**src/rtl/mask_encoder16.sv**
```systemverilog
// Serial MSB-first encoder of a 16-bit thermometer mask into a leading-zero shift
// amount, flagging masks the left-shift mask decoder could never have produced.
module mask_encoder16 #(
  parameter bit CHECK_EN = 1'b1
) (
  input  logic        clk,
  input  logic        rst_n,
  input  logic        in_valid,
  output logic        in_ready,
  input  logic [15:0] din,
  output logic        out_valid,
  input  logic        out_ready,
  output logic [3:0]  dout,
  output logic        err
);

  localparam int unsigned DW  = 16;
  localparam int unsigned IW  = 5;
  localparam int unsigned OW  = 4;
  localparam int unsigned ZW  = 5;

  typedef enum logic [1:0] {IDLE, SCAN, DONE} state_t;

  state_t          state_q, state_d;
  logic [DW-1:0]   sr_q, sr_d;
  logic [IW-1:0]   idx_q, idx_d;
  logic [ZW-1:0]   zc_q, zc_d;
  logic            seen1_q, seen1_d;
  logic            bad_q, bad_d;
  logic            in_ready_q, in_ready_d;
  logic            out_valid_q, out_valid_d;
  logic [OW-1:0]   dout_q, dout_d;
  logic            err_q, err_d;
  logic            b;

  // State and output registers
  always_ff @(posedge clk or negedge rst_n) begin
    if (!rst_n) begin
      state_q     <= IDLE;
      sr_q        <= '0;
      idx_q       <= '0;
      zc_q        <= '0;
      seen1_q     <= 1'b0;
      bad_q       <= 1'b0;
      in_ready_q  <= 1'b0;
      out_valid_q <= 1'b0;
      dout_q      <= '0;
      err_q       <= 1'b0;
    end else begin
      state_q     <= state_d;
      sr_q        <= sr_d;
      idx_q       <= idx_d;
      zc_q        <= zc_d;
      seen1_q     <= seen1_d;
      bad_q       <= bad_d;
      in_ready_q  <= in_ready_d;
      out_valid_q <= out_valid_d;
      dout_q      <= dout_d;
      err_q       <= err_d;
    end
  end

  // Next-state logic; handshake outputs are decoded from the next state
  always_comb begin
    state_d = state_q;
    sr_d    = sr_q;
    idx_d   = idx_q;
    zc_d    = zc_q;
    seen1_d = seen1_q;
    bad_d   = bad_q;
    dout_d  = dout_q;
    err_d   = err_q;
    b       = sr_q[DW-1];

    case (state_q)
      IDLE: begin
        if (in_valid && in_ready_q) begin
          sr_d    = din;
          idx_d   = '0;
          zc_d    = '0;
          seen1_d = 1'b0;
          bad_d   = 1'b0;
          state_d = SCAN;
        end
      end
      SCAN: begin
        if (b) begin
          seen1_d = 1'b1;
        end else if (!seen1_q) begin
          zc_d = zc_q + ZW'(1);
        end else begin
          bad_d = 1'b1;
        end
        sr_d  = {sr_q[DW-2:0], 1'b0};
        idx_d = idx_q + IW'(1);
        // Last bit: latch the result from the values updated this cycle
        if (idx_q == IW'(DW - 1)) begin
          state_d = DONE;
          dout_d  = zc_d[ZW-1] ? OW'(DW - 1) : zc_d[OW-1:0];
          err_d   = CHECK_EN && (bad_d || zc_d == ZW'(DW));
        end
      end
      DONE: begin
        if (out_ready) begin
          state_d = IDLE;
        end
      end
      default: state_d = IDLE;
    endcase

    in_ready_d  = (state_d == IDLE);
    out_valid_d = (state_d == DONE);
  end

  assign in_ready  = in_ready_q;
  assign out_valid = out_valid_q;
  assign dout      = dout_q;
  assign err       = err_q;

endmodule
```
**config.mk**
```make
export PLATFORM = sky130hd
export DESIGN_NAME = mask_encoder16
export DESIGN_NICKNAME = d
export VERILOG_FILES = /design/src/rtl/mask_encoder16.sv
export SDC_FILE = /design/constraint.sdc
export NUM_CORES = 1
export LEC_CHECK = 0
export CORE_MARGIN = 2
export CORE_UTILIZATION = 52
export DETAILED_ROUTE_END_ITERATION = 7
export HOLD_SLACK_MARGIN = 0.06
export PLACE_DENSITY = 0.78
export SYNTH_ARGS = -nofsm -noshare
export SYNTH_HDL_FRONTEND = slang
export SYNTH_SLANG_ARGS = --single-unit
```
**constraint.sdc**
```tcl
create_clock -name clk -period 2.22 [get_ports clk]
set_clock_uncertainty 0.2 [all_clocks]
set_input_delay 0.222 -clock clk [delete_from_list [all_inputs] [get_ports clk]]
set_output_delay 0.222 -clock clk [all_outputs]
set_load 0.02 [all_outputs]
```
==> qor.yml, run 1 <==
route:
  met2WireLength_mm: 1.574
  via_count: 1281
  wl_per_cell_um: 14.30
  drc_errors: 0
  wl_met3_um: 197
  dr.max_layer_used: "met4"
  finalWirelength_mm: 3.218
  ant_nets: 0
  via_per_inst: 5.693
  met1Wirelength_mm: 1.358
  first_iter_violations: 46
  dr.pass1.iters: 4
yosys:
  synthArstFlopShare_pct: 100.0
  synth_area_leaders: "dfrtp_1 57%, nor2_1 9.5%, o22ai_1 6.2%, o21ai_0 3.1%, ha_1 2.3%"
  synth_top_family_by_area: "simple AND/OR/NAND/NOR gates"
  synth_warnings: 0
  synth_mux_area_share_pct: 0.6154
  synth_flop_cell: "dfrtp_1"
  syn_avg_cell_area_um2: 10.04
  ys_ff_latch: 37
  yosysTopAreaCell: "dfrtp_1"
  synthCells: 162
  syn_area_um2: 1627
  syn-num-nets: 185
  yosys.area_share.simple_pct: 19.15
  synthAdderAreaFrac_pct: 2.308
  yosys.area.top_type_share_pct: 56.92
  synth-xor-area-share_pct: 3.154
  synth_seq_area_share_pct: 56.92
  synth_compound_area_share_pct: 15.46
  synth_edf_count: 0
  synth_commonest_cells: "41 x nor2_1, 37 x dfrtp_1, 16 x o22ai_1"
  yosysUniqueCellTypes: 35
  synth.most_common_cell: "nor2_1"
clocking:
  clk_pin_slew_worst_paths_ps: 100
  root_buffer: "clkbuf_4"
  clockBufferDepth: 2
  hold_buffers: 0
  tritoncts: "yes"
  numCtsBuffers: 5
  cts_sinks: 37
  cts_resized: 0
  post_cts_buffers: 0
  h-tree-depth: 2
  insertion_delay_ps: 330
sta:
  grt_setup_unrepaired: "no"
  fin_crit_ps: 2039
  final-setup-viol-count: 0
  period_share_pct: 91.87
  fmax_ghz: 0.4903
  relSlewSlack_pct: 64.01
  finalMaxSlewViolations: 0
  fin_setup_tns_ps: 0
  hold_viol_final: 0
  worst_pin_slew_ps: 539.9
placement:
  dp.cells: 218
  dp_hpwl_mm: 2.287
  port_buffers: 26
  gp_congestion: 0.8257
die:
  num_rows: 20
  die_w_um: 59.93
  start_util_pct: 54.17
  io_pins: 27
  die_area_um2: 3592
  core_um2: 3003
  die_h_um: 59.93
layout:
  syn2layout_area_growth_pct: 21.85
  final_cells: 225
  final_nets: 215
  drive_gt1_share_pct: 9.896
  fillers: 254
  insertedDiodeCount: 0
critical_path:
  arrival_ps: 2100
  path_cells: "ha_1, and3_1, ha_1, and3b_1, or2_2, nor2_1"
  slowest_delay_ps: 420
  end_kind: "flop"
  worst_path_max_delay_cell: "dfrtp_1"
  required_ps: 2280
  crit_path_start_kind: "flop"
  cp_common_cell: "ha_1"
  path_class: "reg -> reg"
  cp_max_fo: 13
power:
  ir_drop_uv: 612.8
  pwr_density_cell_nw_per_um2: 1236
  total_power_mw: 2.449
  p_leak_nw: 0.8514
global_route:
  grt_max_degree: 38
  grt_pass1_vias: 1226
  grt-ovfl-total: 0
  antenna_found_initial: 0
  track_usage_pct: 20.65
  grt_pass1_wl_mm: 5.368
run:
  max-cap-violations: 0
run_status:
  status: "finished clean"
worst_hold_path:
  min_path_type: "in -> async"
where the power goes:
group | total, mW | switching [mW] | internal, mW
clock | 0.353 | 0.204 | 0.150
combinational | 0.962 | 0.530 | 0.432
sequential | 1.13 | 0.191 | 0.943
total | 2.45 | 0.924 | 1.52
through the flow:
step           setup WS [ps]  instance area [µm²]  utilization [%]  hold slack (ps)
4_1_cts                197.6                 1982            66.00            93.05
6_report               180.5                 1982            66.00            95.74
2_1_floorplan          298.4                 1627                -           -273.6
3_3_place_gp           290.8                 1927            64.17            274.7
3_5_place_dp           210.3                 1927            64.17            284.8
5_1_grt                58.09                 1982            66.00            126.4
path summary, 6_finish.rpt:
kind	from	endpoint	slack (ps)	depth (start not counted)
setup / recovery	idx_q[0]	in_ready	180	6
hold / removal	rst_n	sr_q[2]	100	2
setup reg to reg	idx_q[0]	in_ready	180	6
hold reg to reg	idx_q[3]	idx_q[3]	310	1
max in group asynchronous	rst_n	err	1400	2
min in group clk	din[4]	sr_q[4]	260	3
state kept, by name (all words and copies together) (netlist names):
name	cells
in_ready	1
err	1
out_valid	1
sr_q	16
idx_q	5
bad_q	1
state_q	2
zc_q	5
seen1_q	1
dout	4
critical path, delay by kind of cell, from the launching register on:
kind	cells	cell delay, ps
adder cells (fa/ha/maj)	2	420
flip-flops	1	420
AND/OR/NAND/NOR	4	930
final cells by class:
type / count / area (µm²) / area share [%]
sequential: 37 / 925.9 / 46.72
multi-input combinational: 116 / 661.9 / 33.40
clock buffer: 7 / 55.05 / 2.778
tap: 33 / 41.29 / 2.083
timing repair buffer: 30 / 290.3 / 14.65
inverter: 2 / 7.507 / 0.3788
metal layers:
| metal | global-route usage, % | up-vias |
|---|---|---|
| met3 | 6.061 | 9 |
| met1 | 22.39 | 601 |
| met5 | 0 | - |
| met2 | 36.18 | 39 |
| li1 | - | 632 |
| met4 | 10.48 | 0 |
cells by family (layout without fill, tap and decap cells):
group,count (synthesis),after routing
xor+xnor,5,5
fa+ha+maj,3,3
mux,1,1
simple gates,67,67
buf+inv,9,39
flops,37,37
compound gates,40,40
cells in the final DEF, fill, tap and decap left out, drive strengths merged:
cell type,count
nor3b,2
and4,1
o41ai,1
nand2,8
a31oi,5
nand2b,1
a22o,3
nand3,2
mux2i,1
clkbuf,7
xnor2,3
clkdlybuf4s50,26
o22ai,16
and2b,1
inv,2
nor2b,1
nor3,2
dfrtp,37
nor2,42
or3,1
nand4,1
o21ai,11
or2,3
a21oi,3
and3,1
a21o,1
buf,4
and3b,1
ha,3
xor2,2
Power figures use the tool's default switching activity.
==> run 2, diff against run 1 <==
--- a/config.mk
+++ b/config.mk
@@ -6,10 +6,11 @@
 export NUM_CORES = 1
 export LEC_CHECK = 0
 export CORE_MARGIN = 2
-export CORE_UTILIZATION = 52
+export CORE_UTILIZATION = 54
+export CTS_BUF_LIST = sky130_fd_sc_hd__clkbuf_4
 export DETAILED_ROUTE_END_ITERATION = 7
 export HOLD_SLACK_MARGIN = 0.06
-export PLACE_DENSITY = 0.78
+export PLACE_DENSITY = 0.81
 export SYNTH_ARGS = -nofsm -noshare
 export SYNTH_HDL_FRONTEND = slang
 export SYNTH_SLANG_ARGS = --single-unit
==> qor.yml, run 2 (synthesis gave the netlist of run 1 again) <==
critical_path:
  slowest_delay_ps: 420  # about the same
  rrSetupSlack_ps: 190  # about the same
  r2r-end: "in_ready"
  worstRegToRegCells: 6  # unchanged
  arrival_ps: 2110  # about the same
  worst_path_max_delay_cell: "dfrtp_1"
  path_cells: "ha_1, and3_1, ha_1, and3b_1, or2_2, nor2_1"
  required_ps: 2290  # about the same
  end_kind: "flop"
  r2r-start: "idx_q[0]"
  cp_max_fo: 13  # unchanged
  cp_common_cell: "ha_1"
  crit_path_start_kind: "flop"
  path_class: "reg -> reg"
sta:
  fin_crit_ps: 2032  # -7.351 ps
  final-setup-viol-count: 0  # unchanged
  worst_pin_slew_ps: 551.3  # +11.44 ps
  fin_setup_tns_ps: 0  # unchanged
  hold_viol_final: 0  # unchanged
  relSlewSlack_pct: 63.24  # -0.76 points
  fmax_ghz: 0.4921  # +0.36%
  grt_setup_unrepaired: "no"
  period_share_pct: 91.54  # -0.33 points
  finalMaxSlewViolations: 0  # unchanged
route:
  via_per_inst: 5.830  # +2.4%
  ant_nets: 0  # unchanged
  via_count: 1306  # +2.0%
  drc_errors: 2  # +2
  first_iter_violations: 38  # -17%
  finalWirelength_mm: 3.131  # -2.7%
  dr.pass1.iters: 6  # +2
  wl_per_cell_um: 13.98  # -2.3%
clocking:
  hold_buffers: 0  # unchanged
  root_buffer: "clkbuf_4"
  numCtsBuffers: 5  # unchanged
  cts_sinks: 37  # unchanged
  post_cts_buffers: 0  # unchanged
  cts_resized: 0  # unchanged
  h-tree-depth: 2  # unchanged
  insertion_delay_ps: 330  # about the same
  clockBufferDepth: 2  # unchanged
  tritoncts: "yes"
  clk_pin_slew_worst_paths_ps: 110  # about the same
die:
  die_w_um: 58.89  # -1.7%
  core_um2: 2805  # -6.6%
  num_rows: 19  # -5.0%
  start_util_pct: 57.98  # +3.8 points
  io_pins: 27  # unchanged
  die_area_um2: 3467  # -3.5%
  die_h_um: 58.89  # -1.7%
power:
  pwr_density_cell_nw_per_um2: 1239  # +0.30%
  p_leak_nw: 0.8569  # +0.64%
  ir_drop_uv: 717.6  # +17%
global_route:
  grt_max_degree: 38  # unchanged
  grt_pass1_vias: 1333  # +8.7%
  antenna_found_initial: 0  # unchanged
  grt_pass1_wl_mm: 5.823  # +8.5%
  track_usage_pct: 22.45  # +1.8 points
  grt-ovfl-total: 0  # unchanged
placement:
  dp_hpwl_mm: 2.215  # -3.1%
  dp.cells: 216  # -0.92%
  gp_congestion: 0.7959  # -3.6%
  port_buffers: 26  # unchanged
layout:
  drive_gt1_share_pct: 10.88  # +0.98 points
  insertedDiodeCount: 0  # unchanged
  mostFrequentLayoutCells: "41 x nor2_1, 37 x dfrtp_1, 26 x clkdlybuf4s50_1"
  final_common_cell: "nor2_1"
  largestRegisters: "sr_q x16, idx_q x5, zc_q x5"
  largest_reg_flops: 16  # unchanged
  final_nets: 215  # unchanged
  fillers: 216  # -15%
  syn2layout_area_growth_pct: 22.00
  final_cells: 224  # -0.44%
  regMostFlops: "sr_q"
run:
  max-cap-violations: 0  # unchanged
run_status:
  status: "complete, but fails checks"
  violations: "design-rule violations"
worst_hold_path:
  min_path_type: "in -> async"
run 2: final cells by class:
cell class / count / area (µm²) / share of cell area, %
tap: 31 / 38.79 / 1.955
inverter: 2 / 7.507 / 0.3783
clock buffer: 8 / 60.06 / 3.026
multi-input combinational: 116 / 661.9 / 33.35
sequential: 37 / 925.9 / 46.66
timing repair buffer: 30 / 290.3 / 14.63
run 2: where the power goes:
| group | leakage, nW | switching [mW] | internal [mW] |
|---|---|---|---|
| clock network | 0.0368 | 0.207 | 0.163 |
| registers | 0.443 | 0.190 | 0.943 |
| logic | 0.377 | 0.526 | 0.431 |
run 2: worst max path at each step:
stage / start / end / slack [ps]
after detailed placement: idx_q[0] / in_ready / 210
final: idx_q[0] / in_ready / 190
after global placement: idx_q[0] / in_ready / 290
after floorplan: idx_q[0] / out_valid / 300
after global routing: idx_q[0] / in_ready / 70
after CTS: idx_q[0] / in_ready / 190
run 2: critical path, delay by kind of cell, from the launching register on:
| family | cells | cell delay, ps |
|---|---|---|
| adder cells (fa/ha/maj) | 2 | 420 |
| flip-flops | 1 | 420 |
| AND/OR/NAND/NOR | 4 | 930 |
run 2: stage by stage:
stage          utilization, %  area, µm²  hold WS, ps  setup slack (ps)  power (mW)
3_5_place_dp            68.60       1924        284.5             206.4       2.099
4_1_cts                 70.74       1984        87.48             187.5       2.470
2_1_floorplan               -       1627       -273.6             298.4       1.765
3_3_place_gp            68.60       1924        276.0             288.1       2.045
5_1_grt                 70.74       1984        128.4             71.69       2.668
6_report                70.74       1984        82.73             187.9       2.459
run 2: metal layers:
layer,share of wire [%],GRT usage [%]
met5,0,0
met4,1.3,7.143
met3,6.7,7.473
met2,49,38.57
met1,43,26.54
==> run 3, diff against run 2 <==
--- a/config.mk
+++ b/config.mk
@@ -11,6 +11,7 @@
 export DETAILED_ROUTE_END_ITERATION = 7
 export HOLD_SLACK_MARGIN = 0.06
 export PLACE_DENSITY = 0.81
+export SKIP_CTS_REPAIR_TIMING = 1
 export SYNTH_ARGS = -nofsm -noshare
 export SYNTH_HDL_FRONTEND = slang
 export SYNTH_SLANG_ARGS = --single-unit
==> results of run 3 <==
The final DEF is identical to that of run 2; final timing and power are the same.
